<file path="config.mk">
export PLATFORM = sky130hd
export DESIGN_NAME = id_ex_stage_flat
export DESIGN_NICKNAME = d
export VERILOG_FILES = /design/src/rtl/id_ex_stage_pkg.sv /design/src/rtl/id_ex_stage_if.sv /design/src/rtl/id_ex_stage_fwd_mux.sv /design/src/rtl/id_ex_stage.sv /design/src/flat_wrapper.sv
export SDC_FILE = /design/constraint.sdc
export NUM_CORES = 1
export LEC_CHECK = 0
export ABC_AREA = 0
export CORE_MARGIN = 1.5
export CORE_UTILIZATION = 32
export CTS_CLUSTER_DIAMETER = 50
export CTS_CLUSTER_SIZE = 12
export DETAILED_ROUTE_END_ITERATION = 10
export GPL_ROUTABILITY_DRIVEN = 0
export PLACE_DENSITY = 0.73
export SLEW_MARGIN = 20
export SYNTH_ARGS = -nofsm -noshare
export SYNTH_HDL_FRONTEND = slang
export SYNTH_HIERARCHICAL = 1
export SYNTH_SLANG_ARGS = --single-unit
</file>
<file path="constraint.sdc">
create_clock -name clk -period 2.88 [get_ports clk]
set_clock_uncertainty 0.2 [all_clocks]
set_input_delay 0.432 -clock clk [delete_from_list [all_inputs] [get_ports clk]]
set_output_delay 0.432 -clock clk [all_outputs]
set_load 0.05 [all_outputs]
</file>
<file path="src/rtl/id_ex_stage_pkg.sv">
`default_nettype none
// ============================================================================
// Module      : id_ex_stage_pkg
// Description : Shared core types for the ID/EX stage: forward-select
//               encoding, the EX control bundle and the forwarding rule.
// Revision    : 1.0 - initial release
// ============================================================================
package id_ex_stage_pkg;

    localparam int C_REG_ADDR_W = 5;

    // Source selected for one ALU operand after hazard resolution
    typedef enum logic [1:0] {
        FWD_REG = 2'd0,
        FWD_MEM = 2'd1,
        FWD_WB  = 2'd2
    } fwd_sel_e;

    // Control fields carried through the EX register
    typedef struct packed {
        logic [2:0] funct3;
        logic       funct7_6;
        logic       branch;
        logic       useF7;
        logic       useRegAdd;
        logic       selPc;
        logic       selImm;
        logic       regWrite;
        logic       memRead;
        logic       memWrite;
    } ex_ctrl_t;

    // Youngest producer wins; x0 is hard-wired zero and never forwarded
    function automatic fwd_sel_e fwd_select(
        input logic                    mem_we,
        input logic [C_REG_ADDR_W-1:0] mem_rd,
        input logic                    wb_we,
        input logic [C_REG_ADDR_W-1:0] wb_rd,
        input logic [C_REG_ADDR_W-1:0] rs
    );
        if (mem_we && (mem_rd != '0) && (mem_rd == rs)) begin
            return FWD_MEM;
        end else if (wb_we && (wb_rd != '0) && (wb_rd == rs)) begin
            return FWD_WB;
        end
        return FWD_REG;
    endfunction

endpackage
`default_nettype wire

</file>
<file path="src/rtl/id_ex_stage_if.sv">
`default_nettype none
// ============================================================================
// Module      : id_ex_if
// Description : Bundle of decode inputs, forwarding inputs, redirect and
//               ALU-side outputs of the ID/EX stage.
// Revision    : 1.0 - initial release
// ============================================================================
interface id_ex_if #(
    parameter int XLEN = 32
);

    // Decode side
    logic            id_valid;
    logic [XLEN-1:0] id_pc;
    logic [4:0]      id_rs1;
    logic [4:0]      id_rs2;
    logic [4:0]      id_rd;
    logic [XLEN-1:0] id_rs1_data;
    logic [XLEN-1:0] id_rs2_data;
    logic [XLEN-1:0] id_imm;
    logic [2:0]      id_funct3;
    logic            id_funct7_6;
    logic            id_branch;
    logic            id_useF7;
    logic            id_useRegAdd;
    logic            id_selPc;
    logic            id_selImm;
    logic            id_regWrite;
    logic            id_memRead;
    logic            id_memWrite;

    // Forwarding sources
    logic [4:0]      mem_rd;
    logic            mem_regWrite;
    logic [XLEN-1:0] mem_result;
    logic [4:0]      wb_rd;
    logic            wb_regWrite;
    logic [XLEN-1:0] wb_result;

    // Redirect / hazard
    logic            flush;
    logic            stall;

    // ALU side
    logic [XLEN-1:0] srcA;
    logic [XLEN-1:0] srcB;
    logic [2:0]      funct3;
    logic            funct7_6;
    logic            branch;
    logic            useF7;
    logic            useRegAdd;

    // Pass-through to later stages
    logic            ex_valid;
    logic [XLEN-1:0] ex_pc;
    logic [4:0]      ex_rd;
    logic            ex_regWrite;
    logic            ex_memRead;
    logic            ex_memWrite;
    logic [XLEN-1:0] ex_storeData;

    modport master (
        output id_valid, id_pc, id_rs1, id_rs2, id_rd,
               id_rs1_data, id_rs2_data, id_imm, id_funct3, id_funct7_6,
               id_branch, id_useF7, id_useRegAdd, id_selPc, id_selImm,
               id_regWrite, id_memRead, id_memWrite,
               mem_rd, mem_regWrite, mem_result,
               wb_rd, wb_regWrite, wb_result, flush,
        input  stall, srcA, srcB, funct3, funct7_6, branch, useF7, useRegAdd,
               ex_valid, ex_pc, ex_rd, ex_regWrite, ex_memRead, ex_memWrite,
               ex_storeData
    );

    modport slave (
        input  id_valid, id_pc, id_rs1, id_rs2, id_rd,
               id_rs1_data, id_rs2_data, id_imm, id_funct3, id_funct7_6,
               id_branch, id_useF7, id_useRegAdd, id_selPc, id_selImm,
               id_regWrite, id_memRead, id_memWrite,
               mem_rd, mem_regWrite, mem_result,
               wb_rd, wb_regWrite, wb_result, flush,
        output stall, srcA, srcB, funct3, funct7_6, branch, useF7, useRegAdd,
               ex_valid, ex_pc, ex_rd, ex_regWrite, ex_memRead, ex_memWrite,
               ex_storeData
    );

endinterface
`default_nettype wire

</file>
<file path="src/rtl/id_ex_stage_fwd_mux.sv">
`default_nettype none
// ============================================================================
// Module      : fwd_mux
// Description : Operand bypass for one source register: picks EX/MEM result,
//               MEM/WB result or the registered register-file value.
// Revision    : 1.0 - initial release
// ============================================================================
module fwd_mux
    import id_ex_stage_pkg::*;
#(
    parameter int XLEN = 32
) (
    input  wire logic [4:0]      i_rs,
    input  wire logic [XLEN-1:0] i_reg_data,
    input  wire logic [4:0]      i_mem_rd,
    input  wire logic            i_mem_regWrite,
    input  wire logic [XLEN-1:0] i_mem_result,
    input  wire logic [4:0]      i_wb_rd,
    input  wire logic            i_wb_regWrite,
    input  wire logic [XLEN-1:0] i_wb_result,
    output logic      [XLEN-1:0] o_data
);

    fwd_sel_e w_sel;

    assign w_sel = fwd_select(i_mem_regWrite, i_mem_rd, i_wb_regWrite, i_wb_rd, i_rs);

    // Operand select driven by the priority rule in the package
    always_comb begin
        o_data = i_reg_data;
        case (w_sel)
            FWD_MEM: o_data = i_mem_result;
            FWD_WB:  o_data = i_wb_result;
            default: o_data = i_reg_data;
        endcase
    end

endmodule
`default_nettype wire

</file>
<file path="src/rtl/id_ex_stage.sv">
`default_nettype none
// ============================================================================
// Module      : id_ex_stage
// Description : ID/EX pipeline register with load-use stall detection,
//               redirect flush and two-level operand forwarding.
// Revision    : 1.0 - initial release
// ============================================================================
module id_ex_stage
    import id_ex_stage_pkg::*;
#(
    parameter int XLEN = 32
) (
    input wire logic clk,
    input wire logic rst,
    id_ex_if.slave   bus
);

    // EX register
    logic            r_valid;
    logic [XLEN-1:0] r_pc;
    logic [4:0]      r_rs1;
    logic [4:0]      r_rs2;
    logic [4:0]      r_rd;
    logic [XLEN-1:0] r_rs1_data;
    logic [XLEN-1:0] r_rs2_data;
    logic [XLEN-1:0] r_imm;
    ex_ctrl_t        r_ctrl;

    logic            w_hazard;
    logic            w_stall;
    logic            w_bubble;
    ex_ctrl_t        w_next_ctrl;
    logic [XLEN-1:0] w_fwd_a;
    logic [XLEN-1:0] w_fwd_b;

    // Load in EX whose destination is read by the instruction in ID
    assign w_hazard = bus.id_valid && r_valid && r_ctrl.memRead && (r_rd != 5'd0) &&
                      ((r_rd == bus.id_rs1) || (r_rd == bus.id_rs2));

    // A redirect kills the dependent instruction anyway, so never stall on it;
    // reset likewise suppresses the stall so no extra cycle leaks out of it.
    assign w_stall  = w_hazard && !bus.flush && !rst;
    assign w_bubble = bus.flush || w_stall || !bus.id_valid;

    // Next control bundle: decode fields, with side-effecting controls killed on a bubble
    always_comb begin
        w_next_ctrl           = '0;
        w_next_ctrl.funct3    = bus.id_funct3;
        w_next_ctrl.funct7_6  = bus.id_funct7_6;
        w_next_ctrl.branch    = bus.id_branch;
        w_next_ctrl.useF7     = bus.id_useF7;
        w_next_ctrl.useRegAdd = bus.id_useRegAdd;
        w_next_ctrl.selPc     = bus.id_selPc;
        w_next_ctrl.selImm    = bus.id_selImm;
        w_next_ctrl.regWrite  = bus.id_regWrite;
        w_next_ctrl.memRead   = bus.id_memRead;
        w_next_ctrl.memWrite  = bus.id_memWrite;
        if (w_bubble) begin
            w_next_ctrl.branch   = 1'b0;
            w_next_ctrl.regWrite = 1'b0;
            w_next_ctrl.memRead  = 1'b0;
            w_next_ctrl.memWrite = 1'b0;
        end
    end

    // EX register update; reset outranks flush and stall
    always_ff @(posedge clk) begin
        if (rst) begin
            r_valid    <= 1'b0;
            r_pc       <= '0;
            r_rs1      <= '0;
            r_rs2      <= '0;
            r_rd       <= '0;
            r_rs1_data <= '0;
            r_rs2_data <= '0;
            r_imm      <= '0;
            r_ctrl     <= '0;
        end else begin
            r_valid    <= bus.id_valid && !w_bubble;
            r_pc       <= bus.id_pc;
            r_rs1      <= bus.id_rs1;
            r_rs2      <= bus.id_rs2;
            r_rd       <= bus.id_rd;
            r_rs1_data <= bus.id_rs1_data;
            r_rs2_data <= bus.id_rs2_data;
            r_imm      <= bus.id_imm;
            r_ctrl     <= w_next_ctrl;
        end
    end

    fwd_mux #(.XLEN(XLEN)) u_fwd_a (
        .i_rs           (r_rs1),
        .i_reg_data     (r_rs1_data),
        .i_mem_rd       (bus.mem_rd),
        .i_mem_regWrite (bus.mem_regWrite),
        .i_mem_result   (bus.mem_result),
        .i_wb_rd        (bus.wb_rd),
        .i_wb_regWrite  (bus.wb_regWrite),
        .i_wb_result    (bus.wb_result),
        .o_data         (w_fwd_a)
    );

    fwd_mux #(.XLEN(XLEN)) u_fwd_b (
        .i_rs           (r_rs2),
        .i_reg_data     (r_rs2_data),
        .i_mem_rd       (bus.mem_rd),
        .i_mem_regWrite (bus.mem_regWrite),
        .i_mem_result   (bus.mem_result),
        .i_wb_rd        (bus.wb_rd),
        .i_wb_regWrite  (bus.wb_regWrite),
        .i_wb_result    (bus.wb_result),
        .o_data         (w_fwd_b)
    );

    assign bus.stall        = w_stall;
    assign bus.srcA         = r_ctrl.selPc  ? r_pc  : w_fwd_a;
    assign bus.srcB         = r_ctrl.selImm ? r_imm : w_fwd_b;
    assign bus.ex_storeData = w_fwd_b;

    assign bus.funct3       = r_ctrl.funct3;
    assign bus.funct7_6     = r_ctrl.funct7_6;
    assign bus.branch       = r_ctrl.branch;
    assign bus.useF7        = r_ctrl.useF7;
    assign bus.useRegAdd    = r_ctrl.useRegAdd;

    assign bus.ex_valid     = r_valid;
    assign bus.ex_pc        = r_pc;
    assign bus.ex_rd        = r_rd;
    assign bus.ex_regWrite  = r_ctrl.regWrite;
    assign bus.ex_memRead   = r_ctrl.memRead;
    assign bus.ex_memWrite  = r_ctrl.memWrite;

endmodule
`default_nettype wire

</file>
<file path="src/flat_wrapper.sv">
// flat-port wrapper written by rule: the top's interface ports become plain ports
module id_ex_stage_flat import id_ex_stage_pkg::*;
#(
    parameter int XLEN = 32
)
  (clk, rst, bus_id_valid, bus_id_pc, bus_id_rs1, bus_id_rs2, bus_id_rd, bus_id_rs1_data, bus_id_rs2_data, bus_id_imm, bus_id_funct3, bus_id_funct7_6, bus_id_branch, bus_id_useF7, bus_id_useRegAdd, bus_id_selPc, bus_id_selImm, bus_id_regWrite, bus_id_memRead, bus_id_memWrite, bus_mem_rd, bus_mem_regWrite, bus_mem_result, bus_wb_rd, bus_wb_regWrite, bus_wb_result, bus_flush, bus_stall, bus_srcA, bus_srcB, bus_funct3, bus_funct7_6, bus_branch, bus_useF7, bus_useRegAdd, bus_ex_valid, bus_ex_pc, bus_ex_rd, bus_ex_regWrite, bus_ex_memRead, bus_ex_memWrite, bus_ex_storeData);
  id_ex_if #(.XLEN(XLEN)) bus_i ();
  input wire logic clk;
  input wire logic rst;
  input wire logic [$bits(bus_i.id_valid)-1:0] bus_id_valid;
  input wire logic [$bits(bus_i.id_pc)-1:0] bus_id_pc;
  input wire logic [$bits(bus_i.id_rs1)-1:0] bus_id_rs1;
  input wire logic [$bits(bus_i.id_rs2)-1:0] bus_id_rs2;
  input wire logic [$bits(bus_i.id_rd)-1:0] bus_id_rd;
  input wire logic [$bits(bus_i.id_rs1_data)-1:0] bus_id_rs1_data;
  input wire logic [$bits(bus_i.id_rs2_data)-1:0] bus_id_rs2_data;
  input wire logic [$bits(bus_i.id_imm)-1:0] bus_id_imm;
  input wire logic [$bits(bus_i.id_funct3)-1:0] bus_id_funct3;
  input wire logic [$bits(bus_i.id_funct7_6)-1:0] bus_id_funct7_6;
  input wire logic [$bits(bus_i.id_branch)-1:0] bus_id_branch;
  input wire logic [$bits(bus_i.id_useF7)-1:0] bus_id_useF7;
  input wire logic [$bits(bus_i.id_useRegAdd)-1:0] bus_id_useRegAdd;
  input wire logic [$bits(bus_i.id_selPc)-1:0] bus_id_selPc;
  input wire logic [$bits(bus_i.id_selImm)-1:0] bus_id_selImm;
  input wire logic [$bits(bus_i.id_regWrite)-1:0] bus_id_regWrite;
  input wire logic [$bits(bus_i.id_memRead)-1:0] bus_id_memRead;
  input wire logic [$bits(bus_i.id_memWrite)-1:0] bus_id_memWrite;
  input wire logic [$bits(bus_i.mem_rd)-1:0] bus_mem_rd;
  input wire logic [$bits(bus_i.mem_regWrite)-1:0] bus_mem_regWrite;
  input wire logic [$bits(bus_i.mem_result)-1:0] bus_mem_result;
  input wire logic [$bits(bus_i.wb_rd)-1:0] bus_wb_rd;
  input wire logic [$bits(bus_i.wb_regWrite)-1:0] bus_wb_regWrite;
  input wire logic [$bits(bus_i.wb_result)-1:0] bus_wb_result;
  input wire logic [$bits(bus_i.flush)-1:0] bus_flush;
  output wire logic [$bits(bus_i.stall)-1:0] bus_stall;
  output wire logic [$bits(bus_i.srcA)-1:0] bus_srcA;
  output wire logic [$bits(bus_i.srcB)-1:0] bus_srcB;
  output wire logic [$bits(bus_i.funct3)-1:0] bus_funct3;
  output wire logic [$bits(bus_i.funct7_6)-1:0] bus_funct7_6;
  output wire logic [$bits(bus_i.branch)-1:0] bus_branch;
  output wire logic [$bits(bus_i.useF7)-1:0] bus_useF7;
  output wire logic [$bits(bus_i.useRegAdd)-1:0] bus_useRegAdd;
  output wire logic [$bits(bus_i.ex_valid)-1:0] bus_ex_valid;
  output wire logic [$bits(bus_i.ex_pc)-1:0] bus_ex_pc;
  output wire logic [$bits(bus_i.ex_rd)-1:0] bus_ex_rd;
  output wire logic [$bits(bus_i.ex_regWrite)-1:0] bus_ex_regWrite;
  output wire logic [$bits(bus_i.ex_memRead)-1:0] bus_ex_memRead;
  output wire logic [$bits(bus_i.ex_memWrite)-1:0] bus_ex_memWrite;
  output wire logic [$bits(bus_i.ex_storeData)-1:0] bus_ex_storeData;
  assign bus_i.id_valid = bus_id_valid;
  assign bus_i.id_pc = bus_id_pc;
  assign bus_i.id_rs1 = bus_id_rs1;
  assign bus_i.id_rs2 = bus_id_rs2;
  assign bus_i.id_rd = bus_id_rd;
  assign bus_i.id_rs1_data = bus_id_rs1_data;
  assign bus_i.id_rs2_data = bus_id_rs2_data;
  assign bus_i.id_imm = bus_id_imm;
  assign bus_i.id_funct3 = bus_id_funct3;
  assign bus_i.id_funct7_6 = bus_id_funct7_6;
  assign bus_i.id_branch = bus_id_branch;
  assign bus_i.id_useF7 = bus_id_useF7;
  assign bus_i.id_useRegAdd = bus_id_useRegAdd;
  assign bus_i.id_selPc = bus_id_selPc;
  assign bus_i.id_selImm = bus_id_selImm;
  assign bus_i.id_regWrite = bus_id_regWrite;
  assign bus_i.id_memRead = bus_id_memRead;
  assign bus_i.id_memWrite = bus_id_memWrite;
  assign bus_i.mem_rd = bus_mem_rd;
  assign bus_i.mem_regWrite = bus_mem_regWrite;
  assign bus_i.mem_result = bus_mem_result;
  assign bus_i.wb_rd = bus_wb_rd;
  assign bus_i.wb_regWrite = bus_wb_regWrite;
  assign bus_i.wb_result = bus_wb_result;
  assign bus_i.flush = bus_flush;
  assign bus_stall = bus_i.stall;
  assign bus_srcA = bus_i.srcA;
  assign bus_srcB = bus_i.srcB;
  assign bus_funct3 = bus_i.funct3;
  assign bus_funct7_6 = bus_i.funct7_6;
  assign bus_branch = bus_i.branch;
  assign bus_useF7 = bus_i.useF7;
  assign bus_useRegAdd = bus_i.useRegAdd;
  assign bus_ex_valid = bus_i.ex_valid;
  assign bus_ex_pc = bus_i.ex_pc;
  assign bus_ex_rd = bus_i.ex_rd;
  assign bus_ex_regWrite = bus_i.ex_regWrite;
  assign bus_ex_memRead = bus_i.ex_memRead;
  assign bus_ex_memWrite = bus_i.ex_memWrite;
  assign bus_ex_storeData = bus_i.ex_storeData;
  id_ex_stage #(.XLEN(XLEN)) u_core (.clk(clk), .rst(rst), .bus(bus_i));
endmodule
</file>
==> metrics.md <==
| Metric | Value |
|---|---|
| Worst slew margin | `0.545` |
| Most common cell in the synthesized netlist | `dfxtp_1` |
| Antenna violations before repair | `2` |
| Synth warn | `6` |
| Ys flop type | `dfxtp_1` |
| Syn avg cell area | `10.4 um2` |
| Most Crowded Layer GR | `met2` |
| DR vias | `8471` |
| Critical Path RT | `around 2300 ps` |
| Synth async-reset ratio | `0` |
| Row cnt | `58` |
| P&R area growth vs syn | `108%` |
| Slew Limit Fails | `0` |
| Switching Power | `2550 uW` |
| Crit path time final | `3260 ps` |
| Initial Util | `0.325` |
| Largest net degree at the start of global routing | `approximately 150` |
| CP Max Fanout | `8` |
| Switching share of power | `0.342` |
| Worst Path Arrival | `around 2600 ps` |
| CTS H-tree depth | `4` |
| TritonCTS clock tree | `done` |
| Reg-to-Reg Start | `u_core/bus.ex_rd[0]` |
| R2r endpoint | `u_core/bus.ex_valid` |
| Yosys cell types | `32` |
| Worst reg-to-reg setup slack | `1460 ps` |
| Peak VDD IR | `333 uV` |
| Worst Hold Class | `input port to register` |
| Setup-failing EPs final | `96` |
| Die Span Y | `approximately 160 um` |
| Io pins | `380` |
| CTS root buf | `clkbuf_16` |
| P per Cell Area | `around 440 nW/um2` |
| Clock Latency Late Sink | `420 ps` |
| Gate power share | `0.371` |
| Max cap viols | `0` |
| # nets final | `1516` |
| DIE AREA | `around 26000 um2` |
| Least-Margin Pin Slew | `682 ps` |
| P_int | `a little under 5000 uW` |
| DR iter-0 viols | `between 300 and 400` |
| DP Wirelength | `22.8 mm` |
| Congestion Overflow GR | `0` |
| Synth top area share | `0.382` |
| Inst Count DP | `1537` |
| CTS Sinks | `approximately 160` |
| Vias in the first global route | `between 9000 and 10000` |
| CP Launch Type | `register` |
| Die W | `163 um` |
| Syn_nets | `1024` |
| Achievable Freq | `0.307 GHz` |
| WL/cell | `between 20 and 25 um` |
| Filler Cell Count | `between 1500 and 2000` |
| Synthesized instance count | `789` |
| Setup ws final | `-375 ps` |
| CTS buffer count | `17` |
| Final instance area | `17000 um2` |
| Seq/Total Area, Yosys | `0.382` |
| Antenna Nets Post-Route | `0` |
| Grt met2 use | `0.470` |
| IO buf count | `roughly 380` |
| Residual DRC | `0` |
| Share of cells above drive strength 1 | `0.478` |
| Hold Path Depth | `4` |
| GR Util met3 | `0.0667` |
| Core area | `25100 um2` |
| CTS Buffer Depth | `2` |
| DR pass1 iterations | `4` |
| Unrepaired setup endpoints after global routing | `true` |
| Top post-synthesis cells by area | `dfxtp_1 38%, nor2b_1 12%, a31oi_2 8.9%` |
| Critical path capture point type | `output pin` |
| Crit path kind | `register to output pin` |
| Pre-CTS WS | `-588 ps` |
| Post-synth EDFFs | `0` |
| Largest area contributor in the netlist | `dfxtp_1` |
| WL final | `between 30 and 40 mm` |
| P_leak | `between 0.006 and 0.007 uW` |
| Non-Filler Instances | `1626` |
| Fin crit share | `1.13` |
| Worst r2r path cells | `5` |
| Clock power frac | `0.315` |
| Total power | `around 7500 uW` |
| Hold EP | `u_core/bus.ex_memWrite` |
| Reg power frac | `0.314` |
| Post-synth top cells | `156 x dfxtp_1, 151 x nor2b_1, 64 x nor4_1, 64 x o31ai_1, 60 x mux2_2` |
| Detailed-route vias per instance | `about 5.2` |
| #FFs+latches synth | `156` |
| Violated checks | `negative setup slack` |
| Final Hold Viols | `0` |
| Hold Worst Slack | `about 120 ps` |
| Cell Area, Synth | `~8000 um2` |
| First-pass GRT wire length | `about 52 mm` |
| Tot GR Track Use | `0.264` |
| Status | `finished, violations left` |
| GR Util met1 | `0.299` |
| Clock-pin slew on the worst setup and hold paths | `~70 ps` |
| Hold Startpoint | `rst` |
| Placed Instance Area | `13500 um2` |
-- registers in the layout, summed over array words and instances, names as in the netlist --
register,flops
u_core/bus.ex_memWrite,1
u_core/bus.ex_rd,5
u_core/bus.useRegAdd,1
u_core/bus.ex_pc,32
u_core/bus.branch,1
u_core/bus.ex_valid,1
u_core/r_imm,32
u_core/bus.funct7_6,1
u_core/bus.ex_regWrite,1
u_core/bus.useF7,1
u_core/r_rs1,5
u_core/bus.funct3,3
u_core/r_ctrl,2
u_core/r_rs2_data,32
u_core/bus.ex_memRead,1
u_core/r_rs2,5
u_core/r_rs1_data,32
-- power by group through the flow --
stage | clock network (uW) | registers [uW] | logic (uW)
floorplan | 0 | 2470 | 1070
global placement | 0 | 2370 | 2080
detailed placement | 0 | 2380 | 2100
CTS | 2390 | 2340 | 2600
global route | 2480 | 2350 | 2870
finish | 2350 | 2340 | 2770
-- final cells by class --
cell class / count / area, um2 / area share
tap: 330 / 413 / 0.0243
timing repair buffer: 560 / 6630 / 0.389
multi-input combinational: 546 / 6250 / 0.367
clock buffer: 18 / 439 / 0.0258
antenna: 2 / 5.00 / 0.000294
sequential: 156 / 3140 / 0.184
clock inverter: 14 / 149 / 0.00874
-- per-stage QoR --
stage,utilization,setup TNS (ps)
2_1_floorplan,-,-2.47
3_3_place_gp,0.536,-43390
3_5_place_dp,0.536,-44800
4_1_cts,0.647,-25970
5_1_grt,0.678,-31140
6_report,0.678,-25600
-- metal layers --
| metal | share of wire | vias up |
|---|---|---|
| li1 | - | 3928 |
| met1 | 0.38 | 4067 |
| met2 | 0.51 | 401 |
| met3 | 0.079 | 75 |
| met4 | 0.036 | 0 |
| met5 | 0 | - |
-- cell families (layout without fill, tap and decap cells) --
group	count (synthesis)	count (layout)	share of synthesized area
xor gates and xnor gates	26	26	0.0279
AOI/OAI and AO/OA	139	142	0.164
and+or+nand+nor	314	314	0.269
muxes	64	64	0.0882
DFF	156	156	0.382
other	0	2	0
buffers and inverters	90	592	0.0689
-- what timing repair did --
item                                    4_1_cts  5_1_grt
pin swaps                                    72       63
hold buffers                                  0        0
endpoints found under the setup margin       96       96
setup buffers                                33        9
resized for setup                           362      137
gates cloned                                 18        3
-- worst max path at each step --
| stage | start | to | slack [ps] | cells after the start |
|---|---|---|---|---|
| 6_report | u_core/r_rs1[0] | bus_srcA[8] | -380 | 10 |
| 5_1_grt | u_core/r_rs1[0] | bus_srcA[8] | -450 | 10 |
| 3_3_place_gp | bus_wb_rd[4] | bus_srcB[10] | -550 | 8 |
| 4_1_cts | u_core/r_rs2[3] | bus_srcB[25] | -370 | 9 |
| 3_5_place_dp | bus_wb_rd[4] | bus_srcB[8] | -590 | 8 |
| 2_1_floorplan | bus_wb_rd[0] | bus_srcB[27] | -2 | 6 |
-- critical path, cell delays in order, from the launching register on --
cell	delay [ps]
dfxtp_2	330
buf_6	120
xnor2_2	150
nand3_2	120
buf_12	170
buf_12	140
buf_12	130
or4b_4	500
a31oi_4	210
mux2_4	180
buf_8	140
-- cell usage in the layout (no fill, tap or decap), types with 4 or more instances in the layout --
| master | instances |
|---|---|
| o31ai_2 | 24 |
| a21oi_4 | 7 |
| nor2b_1 | 151 |
| buf_16 | 12 |
| a31oi_4 | 56 |
| or4_4 | 4 |
| xnor2_1 | 14 |
| o31ai_1 | 21 |
| mux2_4 | 63 |
| o31ai_4 | 19 |
| inv_8 | 4 |
| nor4_2 | 19 |
| inv_6 | 6 |
| clkdlybuf4s50_1 | 272 |
| or4b_4 | 60 |
| buf_8 | 73 |
| dfxtp_2 | 10 |
| buf_12 | 51 |
| buf_6 | 61 |
| a31oi_2 | 7 |
| nand3_2 | 4 |
| nor4_1 | 43 |
| clkbuf_16 | 20 |
| a21oi_1 | 4 |
| xnor2_2 | 9 |
| dlygate4sd2_1 | 5 |
| dfxtp_1 | 146 |
| nand2_1 | 6 |
| buf_4 | 78 |
| nand2_2 | 4 |
Power figures use the tool's default switching activity.
